--- src/rtl/seven_segment_pkg.sv ---
// rtl/seven_segment_pkg.sv - segment encodings and nibble decode function
package seven_segment_pkg;

    // Active-high patterns, bit order {g,f,e,d,c,b,a}
    localparam logic [6:0] SEG_0     = 7'b0111111;
    localparam logic [6:0] SEG_1     = 7'b0000110;
    localparam logic [6:0] SEG_2     = 7'b1011011;
    localparam logic [6:0] SEG_3     = 7'b1001111;
    localparam logic [6:0] SEG_4     = 7'b1100110;
    localparam logic [6:0] SEG_5     = 7'b1101101;
    localparam logic [6:0] SEG_6     = 7'b1111101;
    localparam logic [6:0] SEG_7     = 7'b0000111;
    localparam logic [6:0] SEG_8     = 7'b1111111;
    localparam logic [6:0] SEG_9     = 7'b1100111;
    localparam logic [6:0] SEG_A     = 7'b1110111;
    localparam logic [6:0] SEG_B     = 7'b1111100;
    localparam logic [6:0] SEG_C     = 7'b0111001;
    localparam logic [6:0] SEG_D     = 7'b1011110;
    localparam logic [6:0] SEG_E     = 7'b1111001;
    localparam logic [6:0] SEG_F     = 7'b1110001;
    localparam logic [6:0] SEG_BLANK = 7'b0000000;

    function automatic logic [6:0] seg_encode(input logic [3:0] nibble, input logic hex_mode);
        logic [6:0] pattern;
        case (nibble)
            4'h0:    pattern = SEG_0;
            4'h1:    pattern = SEG_1;
            4'h2:    pattern = SEG_2;
            4'h3:    pattern = SEG_3;
            4'h4:    pattern = SEG_4;
            4'h5:    pattern = SEG_5;
            4'h6:    pattern = SEG_6;
            4'h7:    pattern = SEG_7;
            4'h8:    pattern = SEG_8;
            4'h9:    pattern = SEG_9;
            4'hA:    pattern = hex_mode ? SEG_A : SEG_BLANK;
            4'hB:    pattern = hex_mode ? SEG_B : SEG_BLANK;
            4'hC:    pattern = hex_mode ? SEG_C : SEG_BLANK;
            4'hD:    pattern = hex_mode ? SEG_D : SEG_BLANK;
            4'hE:    pattern = hex_mode ? SEG_E : SEG_BLANK;
            default: pattern = hex_mode ? SEG_F : SEG_BLANK;
        endcase
        return pattern;
    endfunction

endpackage

--- src/rtl/seven_segment_hex.sv ---
// rtl/seven_segment_hex.sv - combinational nibble to segment decoder
module seven_segment_hex
    import seven_segment_pkg::*;
#(
    parameter int HEX_MODE = 1
) (
    input  logic [3:0] nibble,
    output logic [6:0] seg
);

    assign seg = seg_encode(nibble, HEX_MODE != 0);

endmodule

--- src/rtl/seven_segment_scan.sv ---
// rtl/seven_segment_scan.sv - time-multiplexed N-digit seven-segment scan driver
module seven_segment_scan
    import seven_segment_pkg::*;
#(
    parameter int NUM_DIGITS   = 4,
    parameter int REFRESH_DIV  = 1000,
    parameter int BLANK_CYCLES = 1,
    parameter int HEX_MODE     = 1,
    parameter int COMMON_ANODE = 0
) (
    input  logic                    clk,
    input  logic                    rst,
    input  logic [4*NUM_DIGITS-1:0] value,
    input  logic [NUM_DIGITS-1:0]   dp_in,
    input  logic                    lz_blank,
    input  logic                    load,
    output logic [6:0]              seg,
    output logic                    dp,
    output logic [NUM_DIGITS-1:0]   digit_sel,
    output logic                    frame_tick
);

    localparam int              PW       = $clog2(REFRESH_DIV);
    localparam int              IW       = $clog2(NUM_DIGITS);
    localparam logic [PW-1:0]   PRE_LAST = PW'(REFRESH_DIV - 1);
    localparam logic [IW-1:0]   IDX_LAST = IW'(NUM_DIGITS - 1);
    localparam logic            INV      = (COMMON_ANODE != 0);

    logic [PW-1:0]           pre;
    logic [IW-1:0]           idx;
    logic [4*NUM_DIGITS-1:0] pend_value;
    logic [4*NUM_DIGITS-1:0] disp_value;
    logic [NUM_DIGITS-1:0]   pend_dp;
    logic [NUM_DIGITS-1:0]   disp_dp;
    logic                    pre_last;
    logic                    frame_end;
    logic [3:0]              cur_nibble;
    logic [6:0]              hex_seg;
    logic                    lz_zero;
    logic [6:0]              seg_next;
    logic [NUM_DIGITS-1:0]   sel_onehot;
    logic [NUM_DIGITS-1:0]   sel_next;

    assign pre_last  = (pre == PRE_LAST);
    assign frame_end = pre_last && (idx == IDX_LAST);

    always_ff @(posedge clk) begin
        if (rst) begin
            pre <= '0;
            idx <= '0;
        end else begin
            pre <= pre_last ? '0 : pre + 1'b1;
            if (pre_last) begin
                idx <= (idx == IDX_LAST) ? '0 : idx + 1'b1;
            end
        end
    end

    // Display only changes at the frame boundary so a frame never mixes two values
    always_ff @(posedge clk) begin
        if (rst) begin
            pend_value <= '0;
            pend_dp    <= '0;
            disp_value <= '0;
            disp_dp    <= '0;
        end else begin
            if (load) begin
                pend_value <= value;
                pend_dp    <= dp_in;
            end
            if (frame_end) begin
                disp_value <= load ? value : pend_value;
                disp_dp    <= load ? dp_in : pend_dp;
            end
        end
    end

    assign cur_nibble = disp_value[{idx, 2'b00} +: 4];

    seven_segment_hex #(
        .HEX_MODE (HEX_MODE)
    ) u_hex (
        .nibble (cur_nibble),
        .seg    (hex_seg)
    );

    // A digit is a leading zero when it and every digit above it are zero
    assign lz_zero    = lz_blank && (idx != '0) && ((disp_value >> {idx, 2'b00}) == '0);
    assign seg_next   = lz_zero ? SEG_BLANK : hex_seg;
    assign sel_onehot = NUM_DIGITS'(1) << idx;
    assign sel_next   = (32'(pre) < BLANK_CYCLES) ? '0 : sel_onehot;

    always_ff @(posedge clk) begin
        if (rst) begin
            seg        <= {7{INV}};
            dp         <= INV;
            digit_sel  <= {NUM_DIGITS{INV}};
            frame_tick <= 1'b0;
        end else begin
            seg        <= seg_next ^ {7{INV}};
            dp         <= disp_dp[idx] ^ INV;
            digit_sel  <= sel_next ^ {NUM_DIGITS{INV}};
            frame_tick <= (pre == '0) && (idx == '0);
        end
    end

endmodule

--- config.mk ---
export PLATFORM = sky130hd
export DESIGN_NAME = seven_segment_scan
export DESIGN_NICKNAME = d
export VERILOG_FILES = /design/src/rtl/seven_segment_pkg.sv /design/src/rtl/seven_segment_hex.sv /design/src/rtl/seven_segment_scan.sv
export SDC_FILE = /design/constraint.sdc
export NUM_CORES = 1
export LEC_CHECK = 0
export ABC_CLOCK_PERIOD_IN_PS = 2100
export CAP_MARGIN = 30
export CORE_MARGIN = 2
export CORE_UTILIZATION = 40
export CTS_BUF_LIST = sky130_fd_sc_hd__clkbuf_4 sky130_fd_sc_hd__clkbuf_8 sky130_fd_sc_hd__clkbuf_16
export DETAILED_ROUTE_END_ITERATION = 10
export RECOVER_POWER = 50
export SYNTH_ARGS = -nofsm -noshare
export SYNTH_HDL_FRONTEND = slang
export SYNTH_HIERARCHICAL = 1
export SYNTH_SLANG_ARGS = --single-unit
--- constraint.sdc ---
create_clock -name clk -period 2.1 [get_ports clk]
set_clock_uncertainty 0.2 [all_clocks]
set_input_delay 0.21 -clock clk [delete_from_list [all_inputs] [get_ports clk]]
set_output_delay 0.21 -clock clk [all_outputs]
set_load 0.01 [all_outputs]
==> flow_summary.toml, run 1 <==
[run_status]
status = "finished, final reports clean"

[timing]
fmax_ghz = 0.488
hold_viol_final = 0
period_share_pct = 97.7
rsz0062_at_grt = "yes"
fin_hold_ws_ps = 265
setup_tns_ps = 0
max_slew_margin_pct = 53.7
finalMaxSlewViolations = 0
tightestPinTransition_ps = 694
setup_viol = 0
layout_setup_ws_ps = 49.3
min_period_ps = 2050

[logic_synthesis]
syn-num-nets = 300
syn_avg_cell_area_sq_um = 10.3
synth.distinct_cells = 40
synthTopCellsByCount = "65 x dfxtp_1, 36 x nor2_1, 21 x mux2i_1"
synth_edf_count = 0
synthCells = 264
yosysMostFrequentCell = "dfxtp_1"
synth_top_area_cell = "dfxtp_1"
yosysSeqAreaShare_pct = 47.9
yosys-top-cells-area = "dfxtp_1 48%, mux2i_1 7.7%, o22a_1 6.5%"
synth_flop_cell = "dfxtp_1"
synth_top_area_share_pct = 47.9
synthArstFlopShare_pct = 0
synth_area_sq_mm = 0.00271
ys_ff_latch = 65
yosys_warnings = 6

[worst_setup_path]
slowest_stage = "mux4_2"
cp_cell_sequence = "mux4_2, inv_4, ha_4, buf_4, a211oi_2, a21oi_2, nor3b_1"
critPathKind = "reg -> reg"
critPathMaxFanout = 4
worst-endpoint-arrival_ps = 2070
cp-end-kind = "flip-flop"
start_kind = "flip-flop"
cpPeakStageDelay_ps = 570
worstPathRequired_ps = 2120

[power]
clkPwrFrac_pct = 41.3
power_frac_seq_pct = 51.7
p_sw_share_pct = 22.8
p_per_area_mw_per_mm2 = 710
pwr-share-comb_pct = 7.0
p_leak_nw = 1.53
p_sw_uw = 565
p_int_mw = 1.91
peakVddDrop_uv = 760

[global_routing]
track_usage_pct = 16.6
grt_max_degree = 21
antenna_found_initial = 0
first_global_vias = 2024
grt_overflow = 0
grt_first_pass_wirelength_um = 9510

[floorplanning]
die_y_um = 86.4
die_w_um = 86.4
io_pins = 37
die-area_sq_mm = 0.00746
core_area_sq_mm = 0.00668
num_rows = 30
initial_utilization_pct = 40.6

[route]
wl_per_cell_um = 13.7
drt_iter0_drc = 69
firstDrtPassIters = 4
vias_per_cell = 5.06
detailroute.via_count = 2008
ant_nets = 0
drc_errors = 0
wl_um = 5430

[hold_path]
hold_class = "reg -> reg"

[clock_tree]
cts_root_buf = "clkbuf_8"
hold_buffers = 0
cts_buffers = 9
clk_pin_slew_worst_paths_ps = 70
clockBufferDepth = 2
clk-insertion-delay-late_ps = 340
cts_tree = "yes"
clock-sinks = 65
htreeDepth = 3

[final_layout]
insertedDiodeCount = 0
fin_nets = 348
drive_gt1_share_pct = 17.0
syn_to_final_growth_pct = 28.5
final_cell_area_sq_mm = 0.00349

[placement]
port_buffers = 36
place_ws_ps = -4.42
gp_congestion = 0.861
placedInstanceArea_sq_mm = 0.00324
dpl.hpwl_um = 3870

[flow_run]
drv_cap = 0
[critical path: cells and delay by family, from the launching register on]
family	cells	cell delay (ps)
and+or+nand+nor	1	130
AOI/OAI and AO/OA	2	200
adders and majority gates	1	200
DFF	1	380
muxes	1	570
buffers and inverters	2	260
[layout make-up]
cell class              instances  area, sq um
clock inverters                 7         70.1
fillers                       636         3190
well taps                      80          100
inverters                      10         40.0
multi-input cells             173         1360
repair buffers                 53          493
flip-flops and latches         65         1310
clock buffers                   9          124
[cell usage in the layout (no fill, tap or decap), types with 6 or more instances in the layout]
cell type	instances
nor2_1	36
o22a_1	20
inv_1	8
dfxtp_1	64
o21ai_1	6
mux2i_1	21
clkdlybuf4s50_1	27
clkbuf_8	9
dlygate4sd3_1	9
nand2_1	9
ha_1	9
buf_4	14
[kinds of logic (layout without fill, tap and decap cells)]
logic type,after synthesis,after routing,share of synthesized area [%]
mux,26,26,12.0
flops,65,65,47.9
compound gates,43,43,12.9
xor+xnor,7,7,2.26
fa+ha+maj,12,12,5.53
buf+inv,26,79,3.92
simple gates,85,85,15.4
[registers in the layout, summed over array words and instances, names as in the netlist]
register and count:
digit_sel 4, disp_dp 4, disp_value 16, dp 1, frame_tick 1, idx 2, pend_dp 4, pend_value 16
pre 10, seg 7
[through the flow]
stage | instances | utilization (%) | power, mW
2_1_floorplan | 264 | - | 1.40
3_3_place_gp | 381 | 48.5 | 1.49
5_1_grt | 397 | 52.2 | 2.59
6_report | 397 | 52.2 | 2.48
4_1_cts | 397 | 51.6 | 2.52
3_5_place_dp | 381 | 48.5 | 1.49
[power by group through the flow]
stage                     Combinational [mW]  Clock (mW)  Sequential [mW]
after floorplan                       0.0848           0             1.31
after global placement                 0.178           0             1.31
after detailed placement               0.179           0             1.31
after CTS                              0.181        1.06             1.28
after global routing                   0.191        1.12             1.28
final                                  0.173        1.02             1.28
[final timing paths]
check	start	to	slack [ps]	depth (start not counted)
min reg2reg	pre[0]$_SDFF_PP0_	pre[0]$_SDFF_PP0_	270	1
max	idx[0]$_SDFFE_PP0N_	seg[3]$_SDFF_PP0_	50	7
max reg2reg	idx[0]$_SDFFE_PP0N_	seg[3]$_SDFF_PP0_	50	7
min	pre[0]$_SDFF_PP0_	pre[0]$_SDFF_PP0_	270	1
[metal layers]
metal  vias to the layer above  track usage (%)  share of wire (%)
li1                       1030                -                  -
met1                       937             20.8                 47
met2                        33             26.0                 48
met3                         8             5.90                3.9
met4                         0             6.53                1.4
met5                         -                0                  0
[what timing repair did]
| action | CTS | global route |
|---|---|---|
| setup endpoints to repair | 3 | 7 |
| pin swaps | 0 | 2 |
| setup buffers | 0 | 0 |
| resized for setup | 2 | 13 |
Note: power is estimated with default switching activity, not from simulation.
==> run 2, diff against run 1 <==
==> constraint.sdc (replaced) <==
create_clock -name clk -period 2.1 [get_ports clk]
set_clock_uncertainty 0.2 [all_clocks]
set_input_delay 0.42 -clock clk [delete_from_list [all_inputs] [get_ports clk]]
set_output_delay 0.42 -clock clk [all_outputs]
set_load 0.01 [all_outputs]
==> run 2 against run 1 <==
Cell count increased by 0.25%. Via count decreased by 0.25%. Critical path type unchanged. Largest cell class unchanged. Clock power increased by 28%. Largest power group is now the clock network. Final area increased by 3.1%. Worst setup slack got worse by 38 ps. Critical endpoint is now seg[1]$_SDFF_PP0_.
==> flow_summary.toml, run 2 (synthesis gave the netlist of run 1 again) <==
[final_layout]
layout_common_cells = "64 x dfxtp_1, 36 x nor2_1, 35 x clkdlybuf4s50_1, 21 x mux2i_1, 20 x o22a_1"
layout_commonest_cell = "dfxtp_1"
top_regs = "disp_value (16), pend_value (16), pre (10)"
drive_gt1_share_pct = 19.5
syn_to_final_growth_pct = 32.5
fin_cells = 398
insertedDiodeCount = 0
fin_nets = 349

[timing]
min_period_ps = 2090
fmax_ghz = 0.479
setup_viol = 0
max_slew_margin_pct = 52.9
hold_viol_final = 0
tightestPinTransition_ps = 707
layout_setup_ws_ps = 11.6
period_share_pct = 99.4
rsz0062_at_grt = "yes"
finalMaxSlewViolations = 0
fin_hold_ws_ps = 271

[route]
firstDrtPassIters = 4
wl_per_cell_um = 13.7
drc_errors = 0
wl_um = 5470
ant_nets = 0
detailroute.via_count = 2003
drt_iter0_drc = 56
vias_per_cell = 5.03

[placement]
gp_congestion = 0.847
place_ws_ps = -1.99
dp_cells = 381
port_buffers = 36
dpl.hpwl_um = 3780

[worst_setup_path]
cp_cell_sequence = "mux4_2, buf_6, ha_1, nor2b_2, o21ai_1, o21a_1, nor3b_2"
r2r-start = "idx[0]$_SDFFE_PP0N_"
cpPeakStageDelay_ps = 570
r2r-end = "seg[1]$_SDFF_PP0_"
r2r_setup_slack_ps = 10
worstSetupEndpoint = "seg[1]$_SDFF_PP0_"
crit_start = "idx[0]$_SDFFE_PP0N_"
slowest_stage = "mux4_2"
critPathMaxFanout = 4
cp-end-kind = "flip-flop"
critPathKind = "reg -> reg"
ff2ff_path_depth = 7
start_kind = "flip-flop"
worst-endpoint-arrival_ps = 2110
worstPathRequired_ps = 2120

[clock_tree]
clockBufferDepth = 2
clock-sinks = 65
cts_buffers = 9
clk_pin_slew_worst_paths_ps = 80
hold_buffers = 0
cts_tree = "yes"
clk-insertion-delay-late_ps = 340
htreeDepth = 3
cts_root_buf = "clkbuf_8"

[global_routing]
antenna_found_initial = 0
track_usage_pct = 15.7
grt_first_pass_wirelength_um = 9090
grt_overflow = 0
first_global_vias = 1950
grt_max_degree = 21

[hold_path]
hold_class = "reg -> reg"

[floorplanning]
io_pins = 37
core_area_sq_mm = 0.00668
die_y_um = 86.4
die-area_sq_mm = 0.00746
num_rows = 30
initial_utilization_pct = 40.6
die_w_um = 86.4

[run_status]
status = "finished, final reports clean"

[power]
finalPower_mw = 2.77
p_per_area_mw_per_mm2 = 770
peakVddDrop_uv = 485
p_leak_nw = 1.55

[flow_run]
drv_cap = 0
## run 2: report_power, final
| part | internal [mW] | total (mW) | switching, mW |
|---|---|---|---|
| sequential | 1.27 | 1.28 | 0.0119 |
| clock | 0.825 | 1.31 | 0.486 |
| combinational | 0.0983 | 0.176 | 0.0773 |
## run 2: layout make-up
class,count,area (sq um)
inverter,10,40.0
sequential,65,1310
multi-input combinational,173,1390
clock inverter,6,115
tap,80,100
clock buffer,10,138
fill,601,3090
timing repair buffer,54,508
## run 2: how the worst min path moves through the flow
stage / cells after the start / endpoint / slack [ps] / startpoint
after floorplan: 1 / pre[0]$_SDFF_PP0_ / 230 / pre[0]$_SDFF_PP0_
after global placement: 1 / pre[0]$_SDFF_PP0_ / 250 / pre[0]$_SDFF_PP0_
after detailed placement: 1 / pre[0]$_SDFF_PP0_ / 250 / pre[0]$_SDFF_PP0_
after CTS: 1 / pre[0]$_SDFF_PP0_ / 270 / pre[0]$_SDFF_PP0_
after global routing: 1 / pre[0]$_SDFF_PP0_ / 280 / pre[0]$_SDFF_PP0_
final: 1 / pre[0]$_SDFF_PP0_ / 270 / pre[0]$_SDFF_PP0_
## run 2: worst max-delay path: cells and delay by family, from the launching register on
kind | cells | cell delay (ps)
compound gates | 2 | 190
flops | 1 | 380
simple gates | 2 | 280
fa+ha+maj | 1 | 210
mux | 1 | 570
buf+inv | 1 | 150
## run 2: per-stage QoR
stage,cell area (sq um),utilization [%],TNS (ps)
2_1_floorplan,2710,-,-20.7
3_3_place_gp,3240,48.5,0
3_5_place_dp,3240,48.5,-1.99
4_1_cts,3520,52.6,0
5_1_grt,3590,53.8,-242
6_report,3590,53.8,0
## run 2: timing repair
action,4_1_cts,5_1_grt
setup buffers,1,0
hold endpoints to repair,0,0
endpoints found under the setup margin,3,7
gates resized for setup,3,21
pin swaps,0,3
## run 2: routing by layer
metal | share of wire (%) | global-route usage (%) | vias up
li1 | - | - | 1026
met1 | 45 | 18.9 | 938
met3 | 4.3 | 5.81 | 4
met2 | 49 | 26.4 | 35
met4 | 0.77 | 4.26 | 0
met5 | 0 | 0 | -
